--- config.mk ---
export PLATFORM = sky130hd
export DESIGN_NAME = exc_ctrl_unit
export DESIGN_NICKNAME = d
export VERILOG_FILES = /design/src/rtl/exc_ctrl_unit.sv
export SDC_FILE = /design/constraint.sdc
export NUM_CORES = 1
export LEC_CHECK = 0
export ABC_AREA = 1
export BUFFER_PORTS_ARGS = -buffer_cell sky130_fd_sc_hd__buf_4
export CAP_MARGIN = 20
export CORE_AREA = 3 3 128 130
export DETAILED_ROUTE_END_ITERATION = 8
export DIE_AREA = 0 0 131 133
export HOLD_SLACK_MARGIN = 0.15
export PLACE_DENSITY = 0.72
export SYNTH_ARGS = -nofsm -noshare
export SYNTH_HDL_FRONTEND = slang
export SYNTH_SLANG_ARGS = --single-unit
--- constraint.sdc ---
create_clock -name clk -period 1.6 [get_ports clk]
set_input_delay 0.16 -clock clk [delete_from_list [all_inputs] [get_ports clk]]
set_output_delay 0.16 -clock clk [all_outputs]
set_load 0.005 [all_outputs]
--- src/rtl/exc_ctrl_unit.sv ---
// exc_ctrl_unit: registered M-stage exception/ERET resolver. It synchronises
// the interrupt lines, forwards CP0 writes and redirects fetch by handshake.
// Optional macro TIMER_INT_EN: adds CP0 Count/Compare and the timer interrupt.
// Ports: clk, resetn (async, active-low)
//   M stage : inst_valid_i, pc_i, in_delay_slot_i, exc_vec_i, mem_vaddr_i
//   irq     : hw_int_i -> ip_o, timer_int_o
//   CP0     : status_i/cause_i/epc_i, cp0_we_i/cp0_waddr_i/cp0_wdata_i
//   commit  : exc_valid_o, exc_code_o, eret_o, exc_epc_o, exc_bd_o,
//             badvaddr_we_o, exc_badvaddr_o
//   fetch   : flush_o, redirect_valid_o, redirect_pc_o, redirect_ready_i
module exc_ctrl_unit #(
   parameter int          NUM_HW_INT  = 6,
   parameter logic [31:0] EXC_ENTRY   = 32'hBFC00380,
   parameter int          SYNC_STAGES = 2
) (
   input  logic                  clk,
   input  logic                  resetn,
   input  logic                  inst_valid_i,
   input  logic [31:0]           pc_i,
   input  logic                  in_delay_slot_i,
   input  logic [7:0]            exc_vec_i,
   input  logic [31:0]           mem_vaddr_i,
   input  logic [NUM_HW_INT-1:0] hw_int_i,
   input  logic [31:0]           status_i,
   input  logic [31:0]           cause_i,
   input  logic [31:0]           epc_i,
   input  logic                  cp0_we_i,
   input  logic [4:0]            cp0_waddr_i,
   input  logic [31:0]           cp0_wdata_i,
   output logic                  flush_o,
   output logic                  exc_valid_o,
   output logic [4:0]            exc_code_o,
   output logic                  eret_o,
   output logic [31:0]           exc_epc_o,
   output logic                  exc_bd_o,
   output logic                  badvaddr_we_o,
   output logic [31:0]           exc_badvaddr_o,
   output logic [5:0]            ip_o,
   output logic                  redirect_valid_o,
   output logic [31:0]           redirect_pc_o,
   input  logic                  redirect_ready_i,
   output logic                  timer_int_o
);

   localparam logic [4:0] C_INT  = 5'h00;
   localparam logic [4:0] C_ADEL = 5'h04;
   localparam logic [4:0] C_ADES = 5'h05;
   localparam logic [4:0] C_SYS  = 5'h08;
   localparam logic [4:0] C_BP   = 5'h09;
   localparam logic [4:0] C_RI   = 5'h0a;
   localparam logic [4:0] C_OV   = 5'h0c;

   localparam logic [4:0] A_COUNT   = 5'd9;
   localparam logic [4:0] A_COMPARE = 5'd11;
   localparam logic [4:0] A_STATUS  = 5'd12;
   localparam logic [4:0] A_CAUSE   = 5'd13;
   localparam logic [4:0] A_EPC     = 5'd14;

   typedef enum logic {
      S_IDLE,
      S_REDIR
   } state_t;

   state_t r_state, w_state_nxt;

   logic [NUM_HW_INT-1:0] r_sync [SYNC_STAGES];
   logic [5:0]            w_ip;
   logic                  w_timer;

   logic [31:0] w_status, w_cause, w_epc;
   logic        w_int;
   logic        w_unused;

   logic        w_event, w_eret, w_bvwe;
   logic [4:0]  w_code;
   logic [31:0] w_bv;

   logic        r_flush, r_evalid, r_eret, r_bd, r_bvwe, r_rvalid;
   logic [4:0]  r_code;
   logic [31:0] r_epc, r_bv, r_rpc;

   logic        w_flush_nxt, w_evalid_nxt, w_eret_nxt, w_bd_nxt;
   logic        w_bvwe_nxt, w_rvalid_nxt;
   logic [4:0]  w_code_nxt;
   logic [31:0] w_epc_nxt, w_bv_nxt, w_rpc_nxt;

   // Interrupt synchroniser chain
   always_ff @(posedge clk or negedge resetn) begin
      if (!resetn) begin
         for (int i = 0; i < SYNC_STAGES; i++) begin
            r_sync[i] <= '0;
         end
      end else begin
         r_sync[0] <= hw_int_i;
         for (int i = 1; i < SYNC_STAGES; i++) begin
            r_sync[i] <= r_sync[i-1];
         end
      end
   end

`ifdef TIMER_INT_EN
   logic        r_tick;
   logic        r_timer;
   logic [31:0] r_count;
   logic [31:0] r_compare;
   logic        w_wr_count, w_wr_cmp;

   assign w_wr_count = cp0_we_i && (cp0_waddr_i == A_COUNT);
   assign w_wr_cmp   = cp0_we_i && (cp0_waddr_i == A_COMPARE);

   always_ff @(posedge clk or negedge resetn) begin
      if (!resetn) begin
         r_tick    <= 1'b0;
         r_timer   <= 1'b0;
         r_count   <= '0;
         r_compare <= '0;
      end else begin
         r_tick <= ~r_tick;
         if (w_wr_count) begin
            r_count <= cp0_wdata_i;
         end else if (r_tick) begin
            r_count <= r_count + 32'd1;
         end
         // Compare write acknowledges the timer interrupt
         if (w_wr_cmp) begin
            r_compare <= cp0_wdata_i;
            r_timer   <= 1'b0;
         end else if ((r_compare != '0) && (r_count == r_compare)) begin
            r_timer <= 1'b1;
         end
      end
   end

   assign w_timer = r_timer;
`else
   assign w_timer = 1'b0;
`endif

   always_comb begin
      w_ip = '0;
      w_ip[NUM_HW_INT-1:0] = r_sync[SYNC_STAGES-1];
      w_ip[5] = w_ip[5] | w_timer;
   end

   // Forward the W-stage CP0 write over the committed value
   always_comb begin
      w_status = status_i;
      w_cause  = cause_i;
      w_epc    = epc_i;
      if (cp0_we_i && (cp0_waddr_i == A_STATUS)) w_status = cp0_wdata_i;
      if (cp0_we_i && (cp0_waddr_i == A_CAUSE))  w_cause  = cp0_wdata_i;
      if (cp0_we_i && (cp0_waddr_i == A_EPC))    w_epc    = cp0_wdata_i;
   end

   assign w_unused = ^{w_status[31:16], w_status[7:2],
                       w_cause[31:10], w_cause[7:0]};

   assign w_int = inst_valid_i
                & (((w_ip & w_status[15:10]) != '0)
                 | ((w_cause[9:8] & w_status[9:8]) != '0))
                & w_status[0] & ~w_status[1];

   // Fixed-priority resolution; only the winner is reported
   always_comb begin
      w_event = 1'b0;
      w_code  = C_INT;
      w_eret  = 1'b0;
      w_bvwe  = 1'b0;
      w_bv    = '0;
      if (inst_valid_i) begin
         w_event = 1'b1;
         if (w_int) begin
            w_code = C_INT;
         end else if (exc_vec_i[7]) begin
            w_code = C_ADEL;
            w_bvwe = 1'b1;
            w_bv   = pc_i;
         end else if (exc_vec_i[1]) begin
            w_code = C_RI;
         end else if (exc_vec_i[0]) begin
            w_code = C_OV;
         end else if (exc_vec_i[4]) begin
            w_code = C_SYS;
         end else if (exc_vec_i[3]) begin
            w_code = C_BP;
         end else if (exc_vec_i[6]) begin
            w_code = C_ADEL;
            w_bvwe = 1'b1;
            w_bv   = mem_vaddr_i;
         end else if (exc_vec_i[5]) begin
            w_code = C_ADES;
            w_bvwe = 1'b1;
            w_bv   = mem_vaddr_i;
         end else if (exc_vec_i[2]) begin
            w_eret = 1'b1;
         end else begin
            w_event = 1'b0;
         end
      end
   end

   always_comb begin
      w_state_nxt  = r_state;
      w_flush_nxt  = r_flush;
      w_rvalid_nxt = r_rvalid;
      w_evalid_nxt = 1'b0;
      w_bvwe_nxt   = 1'b0;
      w_code_nxt   = r_code;
      w_eret_nxt   = r_eret;
      w_epc_nxt    = r_epc;
      w_bd_nxt     = r_bd;
      w_bv_nxt     = r_bv;
      w_rpc_nxt    = r_rpc;
      unique case (r_state)
         S_IDLE: begin
            if (w_event) begin
               w_state_nxt  = S_REDIR;
               w_flush_nxt  = 1'b1;
               w_rvalid_nxt = 1'b1;
               w_evalid_nxt = 1'b1;
               w_bvwe_nxt   = w_bvwe;
               w_code_nxt   = w_code;
               w_eret_nxt   = w_eret;
               w_epc_nxt    = in_delay_slot_i ? (pc_i - 32'd4) : pc_i;
               w_bd_nxt     = in_delay_slot_i;
               w_bv_nxt     = w_bv;
               w_rpc_nxt    = w_eret ? w_epc : EXC_ENTRY;
            end
         end
         S_REDIR: begin
            // M-stage inputs ignored here: the pipeline is being flushed
            if (redirect_ready_i) begin
               w_state_nxt  = S_IDLE;
               w_flush_nxt  = 1'b0;
               w_rvalid_nxt = 1'b0;
            end
         end
      endcase
   end

   always_ff @(posedge clk or negedge resetn) begin
      if (!resetn) begin
         r_state  <= S_IDLE;
         r_flush  <= 1'b0;
         r_rvalid <= 1'b0;
         r_evalid <= 1'b0;
         r_bvwe   <= 1'b0;
         r_code   <= '0;
         r_eret   <= 1'b0;
         r_epc    <= '0;
         r_bd     <= 1'b0;
         r_bv     <= '0;
         r_rpc    <= '0;
      end else begin
         r_state  <= w_state_nxt;
         r_flush  <= w_flush_nxt;
         r_rvalid <= w_rvalid_nxt;
         r_evalid <= w_evalid_nxt;
         r_bvwe   <= w_bvwe_nxt;
         r_code   <= w_code_nxt;
         r_eret   <= w_eret_nxt;
         r_epc    <= w_epc_nxt;
         r_bd     <= w_bd_nxt;
         r_bv     <= w_bv_nxt;
         r_rpc    <= w_rpc_nxt;
      end
   end

   assign flush_o          = r_flush;
   assign exc_valid_o      = r_evalid;
   assign exc_code_o       = r_code;
   assign eret_o           = r_eret;
   assign exc_epc_o        = r_epc;
   assign exc_bd_o         = r_bd;
   assign badvaddr_we_o    = r_bvwe;
   assign exc_badvaddr_o   = r_bv;
   assign ip_o             = w_ip;
   assign redirect_valid_o = r_rvalid;
   assign redirect_pc_o    = r_rpc;
   assign timer_int_o      = w_timer;

endmodule

# Word level (Yosys, flattened, before mapping)
# Index checks and enable logic that the tools add are counted.
# classes
n_addsub,1
mul,0
div,0
magnitude_cmp,0
eq_ne,5
n_shift,0
mux,60
bitwise,8
n_reduce_logical,7
# op_table
cell,n
$mux W32,12
$mux W1,35
$sub A32 B3 Y32 const B,1
$mux W4,7
$mux W16,1
$eq A5 B4 Y1 const B,3
$mux W10,1
$and A6 B6 Y6,1
$mux W3,2
$reduce_bool A6 Y1,1
$ne A2 B2 Y1 const B,2
$pmux W1 S2,2
$reduce_and A2 Y1,2
$and A1 B1 Y1,3
$logic_and A1 B1 Y1,3
$and A2 B2 Y2,1
$not A1 Y1,2
$reduce_bool A2 Y1,1
$or A1 B1 Y1,1
# word_totals
regBits,119
latchBits,0
ram_bits,0
rom_bits,0
input_bits,217
output_inout_bits,114
wordCells,93
mem_count,0

# Longest topological paths before layout
# Gate-level depths: netlist of run 1.
# logic_depth
depth_word,13
depth_mapped,16
mapped_depth_nobuf,15

# Worst setup path before layout of run 1
# OpenSTA, ideal clock, no wires.
# synth_path
path_kind,input to register
start,in pc_i[2]
end,"reg r_epc[30], in the netlist exc_epc_o[30]"
setup_ps,77
arrival_ps,1561
required_ps,1523
slack_ps,-38
stages,11
path_buffers,0
path_cell_list,inv_1 ha_1 nand2_1 nor2_1 nand3_1 nor2_4 nand3_1 nor2_1 nand3_1 xor2_1 o21ai_1
# synth_between
elab_chain_cells,2
# synth_lines
item,line_no,text
"start, declared",19,"input logic [31:0] pc_i,"
$sub A32 B3 Y32,224,w_epc_nxt = in_delay_slot_i ? (pc_i - 32'd4) : pc_i;
$mux W32,224,
"end signal, assigned",262,r_epc <= w_epc_nxt;
"end, declared",80,"logic [31:0] r_epc, r_bv, r_rpc;"
# No other way between the ends.
# A chain may end at the register's enable or synchronous reset.

# Final worst setup path of run 1
# layout_path
start,reg r_sync (netlist bit ip_o[5])
end,"reg r_rpc[3], in the netlist redirect_pc_o[3]"
# layout_between
elab_chain_cells,9
elab_cells_between_ends,12
cone_classes,mux (5); bitwise (5); reduce/logical (2)
# layout_lines
item,line_no,text
"start, declared",66,logic [NUM_HW_INT-1:0] r_sync [SYNC_STAGES];
"start signal, assigned by index",96,r_sync[i] <= r_sync[i-1];
$and A6 B6 Y6 (*),159,& (((w_ip & w_status[15:10]) != '0)
$reduce_bool A6 Y1 (*),159,
$or A1 B1 Y1 (*),160,| ((w_cause[9:8] & w_status[9:8]) != '0))
$and A1 B1 Y1 (*),159,
$and A1 B1 Y1 (*) (2 in a row),161,& w_status[0] & ~w_status[1];
$mux W1,172,if (w_int) begin
$mux W1,170,if (inst_valid_i) begin
$mux W32 / $reduce_and A2 Y1 (equally long branches),--,
"end signal, assigned",265,r_rpc <= w_rpc_nxt;
"end, declared",80,
# Every way passes the cells marked *; elsewhere a longest branch is shown, timed or not.

==> insert_results.sql, run 1 <==
INSERT INTO impl_metrics (metric_group, metric, value, unit) VALUES
('run_status', 'outcome', 'finished clean', ''),
('synthesis', 'ys_warn_count', '0', ''),
('layout', 'seq_area', '2953', 'um^2'),
('power_and_ir_drop', 'worst_ir_drop_vdd', '0.8468', 'mV'),
('global_route', 'grt_antenna_before_repair', '2', ''),
('setup_path', 'cp_data_required_time', '1.94', 'ns'),
('setup_path', 'setup.worst_path.class', 'reg -> reg', ''),
('sta', 'achievable_freq', '632.5', 'MHz'),
('global_route', 'global_route_wire_length_before_repair', '36.65', 'mm'),
('detailed_routing', 'detailed_route_wire_length_per_cell', '17.25', 'um'),
('detailed_routing', 'route.detailed.drc', '0', ''),
('power_and_ir_drop', 'power_density', '931.2', 'nW/um^2'),
('sta', 'hold_viol_final', '0', ''),
('detailed_routing', 'detail_route.iter0.violations', '475', ''),
('floorplan', 'die_h', '133', 'um'),
('synthesis', 'async_reset_ff_share', '100.0', '%'),
('placement', 'hpwlAfterDp', '16.82', 'mm'),
('floorplan', 'floorplan.initialDensity', '42.54', '%'),
('placement', 'place.detailed.instances', '1328', ''),
('floorplan', 'die-width', '131', 'um'),
('layout', 'fillers', '1121', ''),
('sta', 'layout_worst_path_cycle_share', '98.82', '%'),
('setup_path', 'timing.critical_path.from_type', 'register', ''),
('synthesis', 'post_synth_inst_count', '819', ''),
('setup_path', 'path_common_cell', 'sky130_fd_sc_hd__nand2_1', ''),
('placement', 'post-place-ws', '-0.3102', 'ns'),
('sta', 'finalWorstSetupSlack', '0.01895', 'ns'),
('clock_network', 'clkLatencyLatePin', '0.42', 'ns'),
('setup_path', 'critical_path.max_stage_delay', '0.41', 'ns'),
('clock_network', 'cts_tree', 'built', ''),
('sta', 'rsz0062_at_grt', 'yes', ''),
('flow_run', 'maxCapViolCount', '0', ''),
('floorplan', 'core-area', '15260', 'um^2'),
('detailed_routing', 'drt.antenna.violating_nets', '0', ''),
('placement', 'place.port_buffers', '276', ''),
('clock_network', 'root_buffer', 'sky130_fd_sc_hd__clkbuf_16', ''),
('sta', 'finalClockSkew', '0.008426', 'ns'),
('sta', 'setup_violations', '0', ''),
('clock_network', 'cts_num_sinks', '118', ''),
('layout', 'final_design_area_no_fill', '11110', 'um^2'),
('clock_network', 'cts_buffer_depth', '2', ''),
('setup_path', 'arrival', '1.92', 'ns'),
('floorplan', 'fp.dieArea', '17420', 'um^2'),
('hold_path', 'holdCritPathClass', 'in -> reg', ''),
('sta', 'final_max_slew_viol_count', '0', ''),
('setup_path', 'critical_path.max_fanout', '8', ''),
('synthesis', 'post_synth.cell_area_avg', '7.926', 'um^2'),
('layout', 'stdcell_count', '1461', ''),
('layout', 'num-nets-final', '1454', ''),
('placement', 'postPlaceCellArea', '9238', 'um^2'),
('detailed_routing', 'via_count', '7451', ''),
('global_route', 'grt_pass1_vias', '7057', ''),
('clock_network', 'path_clk_slew', '0.06', 'ns'),
('clock_network', 'cts_inserted_buffers', '17', ''),
('detailed_routing', 'finalWirelength', '25.20', 'mm'),
('synthesis', 'synth_seq_cells', '118', ''),
('synthesis', 'synth-main-ff-cell', 'sky130_fd_sc_hd__dfrtp_1', ''),
('clock_network', 'h-tree-depth', '4', ''),
('layout', 'area_delta_synth_final', '71.14', '%'),
('floorplan', 'top_level_ports', '331', ''),
('global_route', 'grt_start_max_net_pins', '34', ''),
('placement', 'gp_routability_congestion', '0.8915', ''),
('detailed_routing', 'vias_per_cell', '5.100', ''),
('synthesis', 'synth-seq-area-share', '45.49', '%'),
('power_and_ir_drop', 'power.static_leakage', '5.660', 'nW'),
('setup_path', 'worst_setup_path_end_kind', 'register', ''),
('synthesis', 'synth_edf_count', '0', ''),
('global_route', 'grt_overflow_total', '0', ''),
('synthesis', 'netlist_area_before_placement', '6491', 'um^2'),
('layout', 'drive_above_1_share', '37.10', '%'),
('detailed_routing', 'detailedRoute.firstPassIterationCount', '6', ''),
('setup_path', 'crit_slowest_cell', 'sky130_fd_sc_hd__dfrtp_1', ''),
('power_and_ir_drop', 'fin_total_pwr', '0.01034', 'W'),
('global_route', 'groute.usage.overall', '26.96', '%'),
('layout', 'multi_input_comb_area', '3057', 'um^2'),
('synthesis', 'synth.lib_cells_used.distinct', '39', ''),
('floorplan', 'core.rowCount', '45', ''),
('setup_path', 'critical_path.cell_chain', 'nand3_1 > nand2_1 > nor2_1 > nand2_1 > nand2_4 > nand2_8 > nand2_4 > clkbuf_16 > nand2_1 > o21ai_1', ''),
('sta', 'period_minus_slack', '1.581', 'ns');
==> cell usage after synthesis, types with 3 or more instances <==
cell                         n  share of area [%]
sky130_fd_sc_hd__o21ai_0    76                5.9
sky130_fd_sc_hd__o22ai_1    14                1.3
sky130_fd_sc_hd__o21ai_1    27                2.1
sky130_fd_sc_hd__dfrtp_1   118                 45
sky130_fd_sc_hd__buf_2       5               0.39
sky130_fd_sc_hd__buf_6      11                1.9
sky130_fd_sc_hd__nand2_2     7               0.67
sky130_fd_sc_hd__xor2_1     26                3.5
sky130_fd_sc_hd__mux2i_1    11                1.7
sky130_fd_sc_hd__a21oi_1     3               0.23
sky130_fd_sc_hd__nand3_1    61                4.7
sky130_fd_sc_hd__buf_4      13                1.5
sky130_fd_sc_hd__o21ai_2    10                1.3
sky130_fd_sc_hd__nand2_1   233                 13
sky130_fd_sc_hd__mux2_2     13                2.3
sky130_fd_sc_hd__nor2_1     43                2.5
sky130_fd_sc_hd__nor3_1      6               0.46
sky130_fd_sc_hd__nand4_1    18                1.7
sky130_fd_sc_hd__nor4_1      4               0.39
sky130_fd_sc_hd__clkbuf_1   22                1.3
sky130_fd_sc_hd__inv_1      75                4.3
==> logic make-up (layout without fill, tap and decap cells) <==
logic type	count (synthesis)	after routing	share of synthesized area, %
xor+xnor	28	28	3.778
buf+inv	133	558	10.02
fa+ha+maj	1	1	0.1927
simple gates	381	384	25.29
other cells	1	4	0.05777
flops	118	118	45.49
mux	24	24	3.951
compound gates	133	133	11.22
==> power by group <==
part | switching (W) | internal (W)
Clock | 0.00138 | 0.00264
Combinational | 0.00121 | 0.00145
Sequential | 0.000263 | 0.00341
Total | 0.00285 | 0.00749
==> worst max-delay path, delay by kind of cell, from the launching register on <==
kind                   cells  cell delay [ns]
and+or+nand+nor            8             0.83
DFF                        1             0.41
buffers and inverters      1             0.18
AOI/OAI and AO/OA          1             0.08
==> state kept, by name, indices dropped and copies added (netlist names), 4 cells and up <==
name            count
r_sync              6
redirect_pc_o      32
ip_o                6
exc_epc_o          32
exc_badvaddr_o     32
exc_code_o          4
==> layout by cell type (no fill, tap or decap), types with 2 or more instances in the layout <==
master	netlist	routed
sky130_fd_sc_hd__nand2_4	1	3
sky130_fd_sc_hd__o21ai_1	27	46
sky130_fd_sc_hd__nor3_1	6	4
sky130_fd_sc_hd__nand3_1	61	60
sky130_fd_sc_hd__nand2_1	233	224
sky130_fd_sc_hd__nand4_1	18	18
sky130_fd_sc_hd__nand2_2	7	14
sky130_fd_sc_hd__bufinv_16	0	3
sky130_fd_sc_hd__o21ai_2	10	13
sky130_fd_sc_hd__buf_4	13	338
sky130_fd_sc_hd__nor3_2	1	3
sky130_fd_sc_hd__nor2_2	1	8
sky130_fd_sc_hd__buf_12	0	15
sky130_fd_sc_hd__buf_6	11	6
sky130_fd_sc_hd__o21ai_0	76	54
sky130_fd_sc_hd__xnor2_1	2	2
sky130_fd_sc_hd__nor4_1	4	3
sky130_fd_sc_hd__clkbuf_16	0	24
sky130_fd_sc_hd__nor2_1	43	33
sky130_fd_sc_hd__clkinv_2	0	3
sky130_fd_sc_hd__mux2i_1	11	11
sky130_fd_sc_hd__nand2_8	0	3
sky130_fd_sc_hd__mux2_2	13	13
sky130_fd_sc_hd__a21oi_1	3	3
sky130_fd_sc_hd__nand3b_1	2	2
sky130_fd_sc_hd__clkinvlp_4	0	2
sky130_fd_sc_hd__diode_2	0	2
sky130_fd_sc_hd__nor2_4	2	5
sky130_fd_sc_hd__inv_1	75	75
sky130_fd_sc_hd__o22ai_1	14	14
sky130_fd_sc_hd__conb_1	1	2
sky130_fd_sc_hd__clkbuf_8	0	5
sky130_fd_sc_hd__xor2_1	26	26
sky130_fd_sc_hd__dlygate4sd3_1	0	84
sky130_fd_sc_hd__dfrtp_1	118	118
==> timing repair <==
item                                    4_1_cts  5_1_grt
hold buffers                                 84        0
endpoints found under the setup margin        3       98
buffers inserted                              0        3
gates cloned                                  2       12
pin swaps                                     1       12
resized for setup                             3       61
hold endpoints to repair                    180        0
==> layout make-up <==
cell class / count / share of cell area, %
inverters: 77 / 2.624
well taps: 211 / 2.376
clock inverters: 8 / 1.081
diodes: 2 / 0.04505
flip-flops and latches: 118 / 26.58
clock buffers: 23 / 4.482
repair buffers: 450 / 35.30
multi-input cells: 572 / 27.51
==> final timing paths <==
check	depth (start not counted)	startpoint	slack, ns	to
setup reg to reg	10	ip_o[5]	0.02	redirect_pc_o[3]
max in group asynchronous	3	resetn	0.85	r_sync[7]
hold / removal	5	mem_vaddr_i[26]	0.14	exc_badvaddr_o[26]
setup / recovery	10	ip_o[5]	0.02	redirect_pc_o[3]
hold reg to reg	0	r_sync[9]	0.35	ip_o[3]
min in group asynchronous	2	resetn	0.19	redirect_pc_o[21]
==> layer usage <==
layer	global-route usage [%]	part of all wire [%]
met1	33.63	39
met2	42.69	47
met3	6.702	8.1
met4	14.17	6.1
met5	0	0
==> stage by stage <==
step	hold slack, ns	utilization, %	TNS [ns]
6_report	0.1402	72.81	0
5_1_grt	0.1653	72.81	-1.649
4_1_cts	0.1501	70.42	0
3_5_place_dp	0.09115	60.54	-26.60
3_3_place_gp	0.08946	60.54	-21.62
2_1_floorplan	-0.1356	-	0
No activity file was read; power rests on OpenSTA's default activity.
==> run 2: changes to the inputs <==
--- a/config.mk
+++ b/config.mk
@@ -9,9 +9,9 @@
 export BUFFER_PORTS_ARGS = -buffer_cell sky130_fd_sc_hd__buf_4
 export CAP_MARGIN = 20
-export CORE_AREA = 3 3 128 130
+export CORE_MARGIN = 3
+export CORE_UTILIZATION = 35
 export DETAILED_ROUTE_END_ITERATION = 8
-export DIE_AREA = 0 0 131 133
 export HOLD_SLACK_MARGIN = 0.15
-export PLACE_DENSITY = 0.72
+export PLACE_DENSITY = 0.61
 export SYNTH_ARGS = -nofsm -noshare
 export SYNTH_HDL_FRONTEND = slang
==> constraint.sdc (replaced) <==
create_clock -name clk -period 1.6 [get_ports clk]
set_input_delay 0.08 -clock clk [delete_from_list [all_inputs] [get_ports clk]]
set_output_delay 0.08 -clock clk [all_outputs]
set_load 0.005 [all_outputs]
==> insert_results.sql, run 2 (same netlist as run 1, synthesis figures left out) <==
INSERT INTO impl_metrics (metric_group, metric, value, unit) VALUES
('detailed_routing', 'detailedRoute.firstPassIterationCount', '6', ''),
('detailed_routing', 'drt.antenna.violating_nets', '0', ''),
('global_route', 'grtUsageMet3', '5.578', '%'),
('setup_path', 'worstReg2RegStart', 'ip_o[1]', ''),
('detailed_routing', 'detail_route.iter0.violations', '434', ''),
('global_route', 'grt_start_max_net_pins', '44', ''),
('clock_network', 'cts_tree', 'built', ''),
('placement', 'gp_routability_congestion', '0.8544', ''),
('floorplan', 'core.rowCount', '49', ''),
('layout', 'layout_common_cells', 'sky130_fd_sc_hd__buf_4, sky130_fd_sc_hd__nand2_1, sky130_fd_sc_hd__dlygate4sd3_1, sky130_fd_sc_hd__dfrtp_1, sky130_fd_sc_hd__inv_1', ''),
('sta', 'fin_tns_setup', '-0.005092', 'ns'),
('floorplan', 'die-width', '142.2', 'um'),
('floorplan', 'core-area', '18090', 'um^2'),
('detailed_routing', 'via_count', '7893', ''),
('clock_network', 'path_clk_slew', '0.06', 'ns'),
('global_route', 'grt.met2_usage', '39.01', '%'),
('setup_path', 'worst_setup_path_end_kind', 'register', ''),
('layout', 'post-route-util', '67.06', '%'),
('setup_path', 'cp_data_required_time', '1.93', 'ns'),
('clock_network', 'clkLatencyLatePin', '0.42', 'ns'),
('floorplan', 'die_h', '142.2', 'um'),
('placement', 'hpwlAfterDp', '17.33', 'mm'),
('layout', 'fillers', '1378', ''),
('global_route', 'global_route_wire_length_before_repair', '39.25', 'mm'),
('detailed_routing', 'route.detailed.drc', '0', ''),
('power_and_ir_drop', 'power_density', '861.9', 'nW/um^2'),
('global_route', 'grt_overflow_total', '0', ''),
('sta', 'setup_violations', '1', ''),
('setup_path', 'critical_path.max_fanout', '9', ''),
('setup_path', 'arrival', '1.94', 'ns'),
('global_route', 'routing_layer_with_the_top_usage_in_global_route', 'met2', ''),
('global_route', 'groute.usage.overall', '24.34', '%'),
('power_and_ir_drop', 'power.static_leakage', '6.160', 'nW'),
('sta', 'hold_viol_final', '0', ''),
('clock_network', 'h-tree-depth', '4', ''),
('sta', 'achievable_freq', '623.0', 'MHz'),
('floorplan', 'top_level_ports', '331', ''),
('detailed_routing', 'detailed_route_wire_length_per_cell', '18.35', 'um'),
('sta', 'final_max_slew_viol_count', '0', ''),
('global_route', 'grt_antenna_before_repair', '1', ''),
('setup_path', 'setup.worst_path.class', 'reg -> reg', ''),
('layout', 'area_delta_synth_final', '86.84', '%'),
('detailed_routing', 'vias_per_cell', '5.092', ''),
('clock_network', 'cts_inserted_buffers', '17', ''),
('global_route', 'grt_pass1_vias', '7500', ''),
('floorplan', 'floorplan.initialDensity', '35.89', '%'),
('placement', 'place.port_buffers', '276', ''),
('power_and_ir_drop', 'worst_ir_drop_vdd', '0.7360', 'mV'),
('setup_path', 'timing.critical_path.from_type', 'register', ''),
('clock_network', 'cts_num_sinks', '118', ''),
('run_status', 'failed_checks', 'setup timing', ''),
('hold_path', 'holdCritPathClass', 'in -> reg', ''),
('sta', 'layout_worst_path_cycle_share', '100.3', '%'),
('sta', 'period_minus_slack', '1.605', 'ns'),
('layout', 'num-nets-final', '1525', ''),
('sta', 'holdWs', '0.1460', 'ns'),
('sta', 'rsz0062_at_grt', 'yes', ''),
('run_status', 'outcome', 'finished, violations left', ''),
('layout', 'drive_above_1_share', '37.88', '%'),
('detailed_routing', 'finalWirelength', '28.44', 'mm'),
('floorplan', 'fp.dieArea', '20220', 'um^2'),
('flow_run', 'maxCapViolCount', '0', ''),
('layout', 'leading_cell_type_in_the_layout_fill_and_taps_excluded', 'sky130_fd_sc_hd__buf_4', ''),
('global_route', 'grt_util_met1', '31.37', '%'),
('clock_network', 'cts_buffer_depth', '2', ''),
('hold_path', 'timing.hold.worst.start', 'pc_i[18]', ''),
('setup_path', 'startpoint', 'ip_o[1]', ''),
('clock_network', 'root_buffer', 'sky130_fd_sc_hd__clkbuf_16', ''),
('sta', 'finalWorstSetupSlack', '-0.005092', 'ns'),
('sta', 'finalClockSkew', '0.008240', 'ns');
[run 2: final timing paths]
check                                     end  slack [ns]  cells after the start
min                             exc_epc_o[25]        0.15                      5
max in group asynchronous        exc_epc_o[6]        0.87                      3
max reg2reg                     exc_epc_o[15]      -0.005                     10
max                             exc_epc_o[15]      -0.005                     10
min in group asynchronous  exc_badvaddr_o[30]        0.18                      2
min reg2reg                           ip_o[0]        0.35                      0
[run 2: metrics by stage]
stage | power, W | setup WS, ns | cells | cell area [um^2]
after CTS | 0.009995 | 0.003297 | 1515 | 11230
after detailed placement | 0.005960 | -0.2439 | 1336 | 9193
after floorplan | 0.004522 | 0.04222 | 820 | 6495
after global placement | 0.005931 | -0.1964 | 1336 | 9193
after global routing | 0.01091 | -0.1166 | 1550 | 12130
final | 0.01045 | -0.005092 | 1550 | 12130
[run 2: power by group]
group          internal, W  switching (W)
clock network      0.00228        0.00145
registers          0.00341       0.000296
logic              0.00169        0.00133
total              0.00737        0.00308
[run 2: timing repair]
action	in CTS	in global routing
hold buffers	147	2
setup buffers	0	7
resized for setup	0	123
endpoints found under the hold margin	224	2
setup endpoints to repair	0	105
[run 2: worst max-delay path, stage by stage (launching register included)]
cell	delay (ns)
sky130_fd_sc_hd__dfrtp_1	0.39
sky130_fd_sc_hd__nand3_1	0.07
sky130_fd_sc_hd__nand2_1	0.05
sky130_fd_sc_hd__nor2_1	0.13
sky130_fd_sc_hd__nand2_1	0.11
sky130_fd_sc_hd__nand2_4	0.13
sky130_fd_sc_hd__nand2_8	0.13
sky130_fd_sc_hd__nand2_8	0.17
sky130_fd_sc_hd__clkbuf_16	0.18
sky130_fd_sc_hd__nand2_1	0.06
sky130_fd_sc_hd__o21ai_1	0.09
[run 2: cell type report]
class / instances / area (um^2) / area share (%)
Timing Repair Buffer: 520 / 4857 / 40.05
Clock buffer: 19 / 432.9 / 3.570
Multi-Input combinational cell: 573 / 3169 / 26.13
Antenna cell: 1 / 2.502 / 0.02063
Inverter: 77 / 294.0 / 2.424
Sequential cell: 118 / 2953 / 24.35
Clock inverter: 13 / 132.6 / 1.094
Tap cell: 229 / 286.5 / 2.363
[run 2: layer usage]
layer,wire length (um),vias up,share of wire (%)
met2,13660,383,48
met4,1456,0,5.1
li1,-,3649,-
met1,11260,3761,40
met5,0,-,0
met3,2058,100,7.2
==> run 3: changes to the inputs <==
- CORE_AREA: default -> 3 3 128 130
- CORE_MARGIN: 3 -> default
- CORE_UTILIZATION: 35 -> default
- DIE_AREA: default -> 0 0 131 133
- PLACE_DENSITY: 0.61 -> 0.72
- SLEW_MARGIN: default -> 10
==> insert_results.sql, run 3 (same netlist as run 1, synthesis figures left out) <==
INSERT INTO impl_metrics (metric_group, metric, value, unit) VALUES
('floorplan', 'floorplan.initialDensity', '42.54', '%'),
('floorplan', 'die-width', '131', 'um'),
('clock_network', 'path_clk_slew', '0.05', 'ns'),
('floorplan', 'core-area', '15260', 'um^2'),
('global_route', 'grt_start_max_net_pins', '34', ''),
('setup_path', 'critical_path.cell_chain', 'dlygate4sd3_1 > buf_4 > nor2_1 > nand2_1 > nor3_2 > nand2_1 > nor2_2 > nand4_1 > xor2_1 > o21ai_1', ''),
('global_route', 'grt_antenna_before_repair', '0', ''),
('clock_network', 'h-tree-depth', '4', ''),
('clock_network', 'cts_num_sinks', '118', ''),
('sta', 'hold_viol_final', '0', ''),
('global_route', 'grt_overflow_total', '0', ''),
('detailed_routing', 'detail_route.iter0.violations', '610', ''),
('layout', 'leading_cell_type_in_the_layout_fill_and_taps_excluded', 'sky130_fd_sc_hd__buf_4', ''),
('placement', 'hpwlAfterDp', '16.92', 'mm'),
('power_and_ir_drop', 'power.static_leakage', '5.918', 'nW'),
('detailed_routing', 'detailed_route_wire_length_per_cell', '18.27', 'um'),
('placement', 'post-place-ws', '-0.2655', 'ns'),
('placement', 'place.port_buffers', '276', ''),
('setup_path', 'path_common_cell', 'sky130_fd_sc_hd__nand2_1', ''),
('layout', 'post-route-util', '76.97', '%'),
('setup_path', 'worst_setup_path_end_kind', 'register', ''),
('layout', 'layout_common_cells', 'sky130_fd_sc_hd__buf_4, sky130_fd_sc_hd__nand2_1, sky130_fd_sc_hd__dlygate4sd3_1, sky130_fd_sc_hd__dfrtp_1, sky130_fd_sc_hd__inv_1', ''),
('setup_path', 'crit_slowest_cell', 'sky130_fd_sc_hd__dlygate4sd3_1', ''),
('setup_path', 'critical_path.max_fanout', '4', ''),
('hold_path', 'holdCritPathClass', 'in -> async', ''),
('floorplan', 'core.rowCount', '45', ''),
('power_and_ir_drop', 'worst_ir_drop_vdd', '0.8034', 'mV'),
('setup_path', 'timing.critical_path.from_type', 'primary input', ''),
('detailed_routing', 'via_count', '7857', ''),
('clock_network', 'cts_buffer_depth', '2', ''),
('clock_network', 'root_buffer', 'sky130_fd_sc_hd__clkbuf_16', ''),
('flow_run', 'maxCapViolCount', '0', ''),
('sta', 'period_minus_slack', '1.596', 'ns'),
('run_status', 'outcome', 'finished clean', ''),
('clock_network', 'clkLatencyLatePin', '0.42', 'ns'),
('global_route', 'groute.usage.overall', '28.83', '%'),
('layout', 'area_delta_synth_final', '80.92', '%'),
('setup_path', 'worstReg2RegStart', 'ip_o[1]', ''),
('layout', 'num-nets-final', '1513', ''),
('setup_path', 'ff2ff_setup_slack', '0.05', 'ns'),
('setup_path', 'arrival', '1.89', 'ns'),
('placement', 'gp_routability_congestion', '0.9295', ''),
('setup_path', 'cp_data_required_time', '1.90', 'ns'),
('global_route', 'global_route_wire_length_before_repair', '39.47', 'mm'),
('clock_network', 'cts_inserted_buffers', '17', ''),
('layout', 'fillers', '966', ''),
('floorplan', 'fp.dieArea', '17420', 'um^2'),
('setup_path', 'setup.worst_path.class', 'in -> reg', ''),
('sta', 'final_max_slew_viol_count', '0', ''),
('floorplan', 'top_level_ports', '331', ''),
('detailed_routing', 'route.detailed.drc', '0', ''),
('sta', 'setup_violations', '0', ''),
('detailed_routing', 'finalWirelength', '27.73', 'mm'),
('power_and_ir_drop', 'power_density', '867.5', 'nW/um^2'),
('detailed_routing', 'detailedRoute.firstPassIterationCount', '5', ''),
('sta', 'achievable_freq', '626.6', 'MHz'),
('floorplan', 'die_h', '133', 'um'),
('detailed_routing', 'drt.antenna.violating_nets', '0', ''),
('global_route', 'grt_pass1_vias', '7748', ''),
('clock_network', 'cts_tree', 'built', ''),
('layout', 'drive_above_1_share', '34.92', '%'),
('sta', 'finalWorstSetupSlack', '0.004093', 'ns'),
('sta', 'rsz0062_at_grt', 'yes', ''),
('setup_path', 'critical_path.max_stage_delay', '0.55', 'ns'),
('sta', 'holdWs', '0.1587', 'ns'),
('setup_path', 'r2r.worst_path.cells', '10', ''),
('sta', 'finalClockSkew', '0.005929', 'ns'),
('detailed_routing', 'vias_per_cell', '5.176', ''),
('setup_path', 'worst-path-buf-inv', '2', ''),
('sta', 'layout_worst_path_cycle_share', '99.74', '%'),
('setup_path', 'critical-path-top-delay-family', 'simple AND/OR/NAND/NOR gates', ''),
('setup_path', 'timing.rr.end', 'exc_epc_o[8]', '');
[run 3: timing repair]
item                                    4_1_cts  5_1_grt
resized for setup                             1       59
setup buffers                                 0        4
gates cloned                                  1       14
pin swaps                                     1       10
hold buffers                                148        2
endpoints found under the setup margin        1      100
hold endpoints to repair                    223        2
[run 3: how the worst max path moves through the flow]
stage                         from  cells after the start                end  slack, ns
floorplan                  pc_i[2]                     11      exc_epc_o[30]       0.04
global placement    cp0_waddr_i[4]                     16  redirect_pc_o[25]      -0.18
detailed placement  cp0_waddr_i[4]                     15  exc_badvaddr_o[9]      -0.27
CTS                       pc_i[14]                     10      exc_epc_o[22]       0.01
global route              pc_i[14]                     10      exc_epc_o[22]      -0.11
finish                    pc_i[14]                     10      exc_epc_o[28]      0.004
[run 3: final cells by class]
class                           instances  area, um^2  area share [%]
Inverter                               77       295.3           2.514
Antenna cell                            1       2.502         0.02131
Clock inverter                          3       40.04          0.3409
Timing Repair Buffer                  509        4587           39.06
Clock buffer                           27       523.0           4.453
Tap cell                              211       264.0           2.248
Multi-Input combinational cell        572        3079           26.22
Sequential cell                       118        2953           25.14
[run 3: report_power, final]
group / total, W / leakage [nW] / switching, W / internal (W)
combinational: 0.00284 / 4.14 / 0.00127 / 0.00157
clock: 0.00366 / 0.279 / 0.00130 / 0.00236
sequential: 0.00368 / 1.50 / 0.000274 / 0.00341
[run 3: through the flow]
step | TNS [ns] | power, W | area (um^2) | std cells
global placement | -16.40 | 0.005917 | 9173 | 1320
global route | -1.512 | 0.01063 | 11740 | 1517
floorplan | 0 | 0.004522 | 6495 | 820
CTS | 0 | 0.009926 | 11230 | 1499
detailed placement | -24.25 | 0.005955 | 9173 | 1320
finish | 0 | 0.01019 | 11740 | 1518
[run 3: worst reg2reg max path, cell delays in order, from the launching register on]
cell	delay, ns
sky130_fd_sc_hd__dfrtp_1	0.38
sky130_fd_sc_hd__nand3_1	0.09
sky130_fd_sc_hd__nand2_1	0.06
sky130_fd_sc_hd__nor2_1	0.11
sky130_fd_sc_hd__nand2_1	0.09
sky130_fd_sc_hd__nand2_4	0.14
sky130_fd_sc_hd__nand2_8	0.12
sky130_fd_sc_hd__nand2_8	0.16
sky130_fd_sc_hd__clkbuf_16	0.18
sky130_fd_sc_hd__nand2_1	0.06
sky130_fd_sc_hd__o21ai_0	0.08
[run 3: routing by layer]
layer / up-vias / share of wire (%) / GRT usage (%)
li1: 3617 / - / -
met1: 3677 / 37 / 34.22
met2: 456 / 49 / 47.40
met3: 107 / 8.5 / 7.186
met4: 0 / 5.3 / 15.43
met5: - / 0 / 0
